File: config.mk
export PLATFORM = sky130hd
export DESIGN_NAME = mem_arbiter
export DESIGN_NICKNAME = d
export VERILOG_FILES = /design/src/rtl/mem_arbiter.sv
export SDC_FILE = /design/constraint.sdc
export NUM_CORES = 1
export LEC_CHECK = 0
export CORE_ASPECT_RATIO = 0.75
export CORE_MARGIN = 4
export CORE_UTILIZATION = 40
export DETAILED_ROUTE_END_ITERATION = 10
export PLACE_DENSITY_LB_ADDON = 0.05
export SKIP_CTS_REPAIR_TIMING = 1
export SYNTH_ARGS = -nofsm -noshare
export SYNTH_HDL_FRONTEND = slang
export SYNTH_SLANG_ARGS = --single-unit
File: constraint.sdc
create_clock -name clk -period 2.9 [get_ports clk]
set_input_delay 0.58 -clock clk [delete_from_list [all_inputs] [get_ports clk]]
set_output_delay 0.58 -clock clk [all_outputs]
set_load 0.02 [all_outputs]
File: src/rtl/mem_arbiter.sv
// mem_arbiter
//   Two-port arbiter in front of the memory controller's c_* port.
//   Port 0 is instruction fetch (read only), port 1 is data load/store.
//   One port is granted at a time. Its address, length, write data and
//   operation are latched. The controller level handshake is then run
//   (req high -> ack high -> req low -> ack low). After that, the read data
//   and a done ack go back to the granted port. The ack stays high until that
//   port drops its request.
//
//   Configuration macro: MARB_RR_EN
//     defined   - round-robin. The pointer toggles after every completed grant.
//     undefined - fixed priority. Port FIXED_HI wins ties.
//
// Ports
//   clk, rst              clock (posedge); async active-low reset
//   p0_re/addr/len        port0 read request (held until p0_ack), address, length
//   p0_rdata, p0_ack      port0 read data and done
//   p1_re/we/addr/len     port1 read/write request, address, length
//   p1_wdata              port1 write data
//   p1_rdata, p1_ack      port1 read data and done
//   c_re/c_we             read/write request to the controller
//   c_raddr/c_rlen        read address and length
//   c_waddr/c_wlen/c_din  write address, length and data
//   c_dout/c_rack/c_wack  read data, read ack and write ack from the controller
//   gnt                   one-hot current grant, 00 when idle
module mem_arbiter #(
    parameter int ADDR_W   = 32,
    parameter int DATA_W   = 32,
    parameter int LEN_W    = 2,
    parameter int FIXED_HI = 1
) (
    input  logic              clk,
    input  logic              rst,
    input  logic              p0_re,
    input  logic [ADDR_W-1:0] p0_addr,
    input  logic [LEN_W-1:0]  p0_len,
    output logic [DATA_W-1:0] p0_rdata,
    output logic              p0_ack,
    input  logic              p1_re,
    input  logic              p1_we,
    input  logic [ADDR_W-1:0] p1_addr,
    input  logic [LEN_W-1:0]  p1_len,
    input  logic [DATA_W-1:0] p1_wdata,
    output logic [DATA_W-1:0] p1_rdata,
    output logic              p1_ack,
    output logic              c_re,
    output logic              c_we,
    output logic [ADDR_W-1:0] c_raddr,
    output logic [ADDR_W-1:0] c_waddr,
    output logic [LEN_W-1:0]  c_rlen,
    output logic [LEN_W-1:0]  c_wlen,
    output logic [DATA_W-1:0] c_din,
    input  logic [DATA_W-1:0] c_dout,
    input  logic              c_rack,
    input  logic              c_wack,
    output logic [1:0]        gnt
);

    typedef enum logic [1:0] {IDLE, ISSUE, DROP, RESP} state_t;

    state_t state;
    logic   sel;      // granted port: 0 or 1
    logic   op_we;    // latched operation: 1 = write
    logic   req0;
    logic   req1;
    logic   hi_port;  // port that wins a tie
    logic   pick1;
    logic   op_ack;   // only the ack that matches the latched op counts
    logic   sel_idle; // granted port has dropped all of its requests

`ifdef MARB_RR_EN
    logic ptr;
    assign hi_port = ptr;
`else
    assign hi_port = (FIXED_HI != 0);
`endif

    assign req0     = p0_re;
    assign req1     = p1_re | p1_we;
    assign pick1    = req1 & (~req0 | hi_port);
    assign op_ack   = op_we ? c_wack : c_rack;
    assign sel_idle = sel ? ~(p1_re | p1_we) : ~p0_re;

    // Grant FSM. Every output is a register, so the controller sees clean
    // levels. The address, length and data are latched at grant time. The
    // request rises one cycle later, which keeps those values stable for a
    // full cycle before the request goes high.
    always_ff @(posedge clk or negedge rst) begin
        if (!rst) begin
            state    <= IDLE;
            sel      <= 1'b0;
            op_we    <= 1'b0;
            gnt      <= 2'b00;
            c_re     <= 1'b0;
            c_we     <= 1'b0;
            c_raddr  <= '0;
            c_waddr  <= '0;
            c_rlen   <= '0;
            c_wlen   <= '0;
            c_din    <= '0;
            p0_rdata <= '0;
            p1_rdata <= '0;
            p0_ack   <= 1'b0;
            p1_ack   <= 1'b0;
`ifdef MARB_RR_EN
            ptr      <= (FIXED_HI != 0);
`endif
        end else begin
            case (state)
                IDLE: begin
                    if (req0 | req1) begin
                        sel   <= pick1;
                        gnt   <= pick1 ? 2'b10 : 2'b01;
                        // A port1 read+write collapses to the write
                        op_we <= pick1 & p1_we;
                        if (pick1 & p1_we) begin
                            c_waddr <= p1_addr;
                            c_wlen  <= p1_len;
                            c_din   <= p1_wdata;
                        end else begin
                            c_raddr <= pick1 ? p1_addr : p0_addr;
                            c_rlen  <= pick1 ? p1_len  : p0_len;
                        end
                        state <= ISSUE;
                    end
                end
                ISSUE: begin
                    if (!c_re && !c_we) begin
                        c_re <= ~op_we;
                        c_we <= op_we;
                    end else if (op_ack) begin
                        if (!op_we) begin
                            if (sel) p1_rdata <= c_dout;
                            else     p0_rdata <= c_dout;
                        end
                        c_re  <= 1'b0;
                        c_we  <= 1'b0;
                        state <= DROP;
                    end
                end
                DROP: begin
                    if (!op_ack) begin
                        if (sel) p1_ack <= 1'b1;
                        else     p0_ack <= 1'b1;
                        state <= RESP;
                    end
                end
                RESP: begin
                    if (sel_idle) begin
                        p0_ack <= 1'b0;
                        p1_ack <= 1'b0;
                        gnt    <= 2'b00;
                        state  <= IDLE;
`ifdef MARB_RR_EN
                        ptr    <= ~ptr;
`endif
                    end
                end
                default: state <= IDLE;
            endcase
        end
    end

endmodule

==> results of run 1 <==
## per-layer routing
metal / up-vias / share of wire (%)
met5: - / 0
met4: 0 / 1.0
met3: 18 / 9.2
met2: 193 / 49
met1: 2438 / 41
li1: 2333 / -
## stage by stage
| step | utilization, % | instance area [um2] | hold WS (ps) | std cells |
|---|---|---|---|---|
| floorplan | - | 7124 | 284.4 | 492 |
| global placement | 61.08 | 10470 | 454.2 | 1017 |
| detailed placement | 61.08 | 10470 | 456.8 | 1017 |
| CTS | 64.26 | 11010 | -1.777 | 1047 |
| global route | 64.26 | 11010 | 7.132 | 1047 |
| finish | 64.26 | 11010 | 13.12 | 1047 |
## state kept, by name, summed over array words and instances, names as in the netlist
register and count:
c_din 32, c_raddr 32, c_waddr 32, p0_rdata 32, p1_rdata 32, c_rlen 2, c_wlen 2, gnt 2
state 2, c_re 1, c_we 1, op_we 1, p0_ack 1, p1_ack 1, sel 1
## critical path, stage by stage, from the launching register on
cell	delay, ps
dfrtp_1	410
inv_1	110
ha_1	260
o21ai_1	160
or4b_4	850
mux2_4	400
## power breakdown
part | total (W) | leakage [nW] | switching (W) | internal (W)
clock network | 0.00215 | 0.251 | 0.000968 | 0.00118
registers | 0.00430 | 2.11 | 0.000678 | 0.00362
logic | 0.00623 | 2.39 | 0.00294 | 0.00330
## cells in the mapped netlist, types with 3 or more instances
| master | count |
|---|---|
| o21ai_0 | 47 |
| nor2_1 | 3 |
| ha_1 | 5 |
| mux2_2 | 101 |
| nand2_1 | 43 |
| buf_12 | 3 |
| mux2i_1 | 36 |
| mux2_4 | 30 |
| clkbuf_1 | 11 |
| dfrtp_1 | 174 |
| nor2b_1 | 3 |
| buf_2 | 12 |
| inv_1 | 4 |
## worst paths after layout
path	from	to	cells past startpoint
max in group asynchronous	rst	c_din[26]	2
worst max register to register	state[1]	p1_rdata[27]	5
worst min register to register	c_raddr[7]	c_raddr[7]	2
worst min-delay path	rst	p1_rdata[12]	1
worst max-delay path	state[1]	p1_rdata[27]	5
min in group clk	c_raddr[7]	c_raddr[7]	2
## cell families (layout without fill, tap and decap cells)
family                   count (synthesis)  after routing  share of synthesized area (%)
AO/OA/AOI/OAI                           58             58                          4.408
adder cells (fa/ha/maj)                  5              5                         0.8781
buffers and inverters                   32            351                          2.687
flip-flops                             174            174                          61.12
multiplexers                           167            167                          27.34
AND/OR/NAND/NOR                         56             56                          3.565
## layout make-up
cell class,count,area (um2),area share [%]
Tap cell,236,295.3,2.682
Clock buffer,18,429.2,3.898
Timing Repair Buffer,316,3194,29.01
Sequential cell,174,4354,39.55
Multi-Input combinational cell,286,2603,23.64
Inverter,5,18.77,0.1705
Clock inverter,12,116.4,1.057
==> impl_metrics.yaml, run 1 <==
synthesis:
  ys_ff_latch: 174
  syn_area_um2: 7124
  netlist.area_leader.share_pct: 61.12
  ys.flop_type: "dfrtp_1"
  netlist_instances: 492
  synth_edf_count: 0
  async_flop_share_pct: 100.0
  synthTopCellsByArea: "dfrtp_1, mux2_2, mux2_4"
  ys_seq_area_share_pct: 61.12
  syn_nets: 636
  yosys_warnings: 0
  synth_area_leader_cell: "dfrtp_1"
  synth_area_per_cell_um2: 14.48
  synthDistinctLibCells: 28
setup_path:
  criticalPathCategory: "reg -> reg"
  crit_path_max_fanout: 32
  rrSetupSlack_ps: 580
  critPathRequiredTime_ps: 3200
  endpoint_kind: "register"
  worst-endpoint-arrival_ps: 2620
  critPathLaunchType: "register"
grt:
  grt_max_degree: 82
  antenna_found_initial: 0
  grt.busiest_layer: "met2"
  grt_pass1_vias: 5352
  met1_usage_pct: 22.72
  use_met2_pct: 31.97
  overflow: 0
  grt_usage_pct: 18.83
  grt_use_met3_pct: 7.410
  grt_pass1_wl_mm: 29.31
timing:
  min_period_ps: 2322
  tightest_slew_ps: 1031
  fin_worst_skew_ps: 10.19
  rsz0062_at_grt: "no"
  setup_viol: 0
  hold_viol: 0
  fin_ws_ps: 577.9
  relSlewSlack_pct: 31.25
  clock.fmax_ghz: 0.4306
  slew_violations: 0
  finalSetupTns_ps: 0
  finalCritPeriodShare_pct: 80.07
die:
  num_io_pins: 309
  dieWidth_um: 162.1
  core-area_um2: 17130
  die_h_um: 123.6
  fp.dieArea_um2: 20030
  rows: 41
  start_util_pct: 41.58
power_and_ir_drop:
  peakVddDrop_v: 0.0005808
  power_density_nw_per_um2: 1152
  power_leakage_nw: 4.760
  power_w: 0.01268
placed_design:
  hpwl_mm: 14.26
  dp_slack_ps: 187.7
  gp_congestion: 0.8088
  portBuffers: 308
final_layout:
  layout_common_cells: "clkdlybuf4s50_1, dfrtp_1, mux2_2"
  finalNetCount: 944
  layout_commonest_cell: "clkdlybuf4s50_1"
  area_delta_synth_final_pct: 54.55
  fillCellCount: 1337
  antenna_cells: 0
  drive_above_1_share_pct: 21.70
drt:
  via_count: 4982
  detail-route-antenna-nets: 0
  drtIter0Drc: 235
  wirelength_mm: 19.19
  wire_per_inst_um: 18.33
  drc: 0
  viasPerCell: 4.758
  first_pass_iters: 4
cts:
  clock_tree.root_cell: "clkbuf_16"
  cts_sinks: 174
  path_clk_slew_ps: 70
  htreeDepth: 4
  clock_latency_ps: 420
  cts_tree: "done"
  cts_buffer_depth: 2
  cts_inserted_buffers: 17
min_path:
  min_path_type: "in -> async"
run:
  maxCapViolations: 0
run_status:
  status: "completed"
(Power assumes the default switching activity.)
==> run 2: changes to the inputs <==
Settings changed: CORE_UTILIZATION 40 to 38.
Clock period 2.9 ns to 2.1 ns, I/O delays scaled along.
==> run 2 against run 1 <==
  * Global-route usage down 0.11 points
  * Sequential cell count stayed put
  * Highest routed layer unchanged
  * Design area increased by 2.5%
  * Power is 41% higher
  * Final cell count grew 3.2%
  * Setup slack got worse by 490 ps
==> impl_metrics.yaml, run 2 (synthesized netlist as in run 1, its figures left out) <==
run_status:
  status: "completed"
grt:
  antenna_found_initial: 0
  grt_usage_pct: 18.72
  grt_pass1_wl_mm: 31.04
  grt_pass1_vias: 5599
  grt_max_degree: 69
  overflow: 0
drt:
  drc: 0
  via_count: 5127
  viasPerCell: 4.747
  detail-route-antenna-nets: 0
  drtIter0Drc: 219
  first_pass_iters: 4
  wire_per_inst_um: 18.05
  wirelength_mm: 19.50
die:
  fp.dieArea_um2: 21030
  start_util_pct: 38.61
  num_io_pins: 309
  rows: 43
  die_h_um: 126.6
  dieWidth_um: 166.1
  core-area_um2: 18450
power_and_ir_drop:
  clkPwrFrac_pct: 18.1
  p_int_w: 0.01149
  peakVddDrop_v: 0.0007388
  power_frac_comb_pct: 48.6
  power_leakage_nw: 4.912
  p_switching_w: 0.006416
  seq_power_share_pct: 33.3
  power_density_nw_per_um2: 1586
  power_switching_share_pct: 35.84
timing:
  tightest_slew_ps: 564.0
  relSlewSlack_pct: 62.40
  setup_viol: 0
  finalSetupTns_ps: 0
  whs_ps: 479.2
  fin_worst_skew_ps: 13.87
  slew_violations: 0
  rsz0062_at_grt: "no"
  clock.fmax_ghz: 0.4978
  min_period_ps: 2009
  fin_ws_ps: 90.99
  finalCritPeriodShare_pct: 95.67
  hold_viol: 0
setup_path:
  critPathRequiredTime_ps: 2410
  critPathLaunchType: "register"
  rrSetupSlack_ps: 90
  endpoint_kind: "register"
  criticalPathCategory: "reg -> reg"
  crit_path_max_fanout: 25
  worst-endpoint-arrival_ps: 2320
final_layout:
  area_delta_synth_final_pct: 58.48
  fillCellCount: 1443
  layout_common_cells: "clkdlybuf4s50_1, dfrtp_1, mux2_2"
  drive_above_1_share_pct: 23.89
  layout_commonest_cell: "clkdlybuf4s50_1"
  finalNetCount: 964
  antenna_cells: 0
  final_util_pct: 61.18
placed_design:
  gp_congestion: 0.8146
  portBuffers: 308
  hpwl_mm: 14.68
  dp_slack_ps: -84.23
cts:
  path_clk_slew_ps: 70
  cts_sinks: 174
  htreeDepth: 4
  cts_buffer_depth: 2
  cts_inserted_buffers: 17
  clock_tree.root_cell: "clkbuf_16"
  clock_latency_ps: 430
  cts_tree: "done"
min_path:
  min_path_type: "reg -> reg"
run:
  maxCapViolations: 0
## run 2: cell count changes in the layout (fill, tap and decap cells not counted), moves of 2 or more
cell | before | now
clkinv_4 | 2 | 0
buf_12 | 4 | 8
inv_8 | 0 | 2
clkinvlp_4 | 5 | 2
inv_6 | 3 | 6
buf_4 | 4 | 19
## run 2: critical path, stage by stage (launching register included)
cell     delay [ps]
dfrtp_1         410
inv_1           110
ha_1            210
o21ai_2          90
or4b_4          550
buf_12          200
mux2_4          310
## run 2: per-stage QoR
stage	total power, W	cell area [um2]	cells
2_1_floorplan	0.01029	7124	492
3_3_place_gp	0.01458	10670	1047
3_5_place_dp	0.01480	10670	1047
4_1_cts	0.01816	11280	1079
5_1_grt	0.01889	11290	1080
6_report	0.01790	11290	1080
## run 2: path summary, 6_finish.rpt
| path | cells after the start | from | to |
|---|---|---|---|
| setup reg to reg | 6 | state[1] | p1_rdata[18] |
| hold / removal | 2 | c_raddr[8] | c_raddr[8] |
| hold reg to reg | 2 | c_raddr[8] | c_raddr[8] |
| max in group asynchronous | 3 | rst | c_waddr[1] |
| min in group asynchronous | 2 | rst | c_raddr[15] |
| setup / recovery | 6 | state[1] | p1_rdata[18] |
## run 2: layout make-up
class | count | area (um2) | area share (%)
Clock buffer | 18 | 439.2 | 3.890
Clock inverter | 14 | 171.4 | 1.518
Inverter | 5 | 18.77 | 0.1662
Multi-Input combinational cell | 286 | 2601 | 23.04
Sequential cell | 174 | 4354 | 38.56
Tap cell | 247 | 309.0 | 2.737
Timing Repair Buffer | 336 | 3397 | 30.09
## run 2: metal layers
| metal | global-route usage, % | wire length, um |
|---|---|---|
| met5 | 0 | 0 |
| met4 | 7.274 | 430 |
| met3 | 7.259 | 1712 |
| met2 | 30.42 | 9354 |
| met1 | 22.74 | 7997 |
## run 2: power groups by stage
stage	registers, W	logic [W]	clock network, W
2_1_floorplan	0.00784	0.00244	0
3_3_place_gp	0.00592	0.00866	0
3_5_place_dp	0.00600	0.00880	0
4_1_cts	0.00596	0.00884	0.00336
5_1_grt	0.00616	0.00925	0.00348
6_report	0.00595	0.00870	0.00325
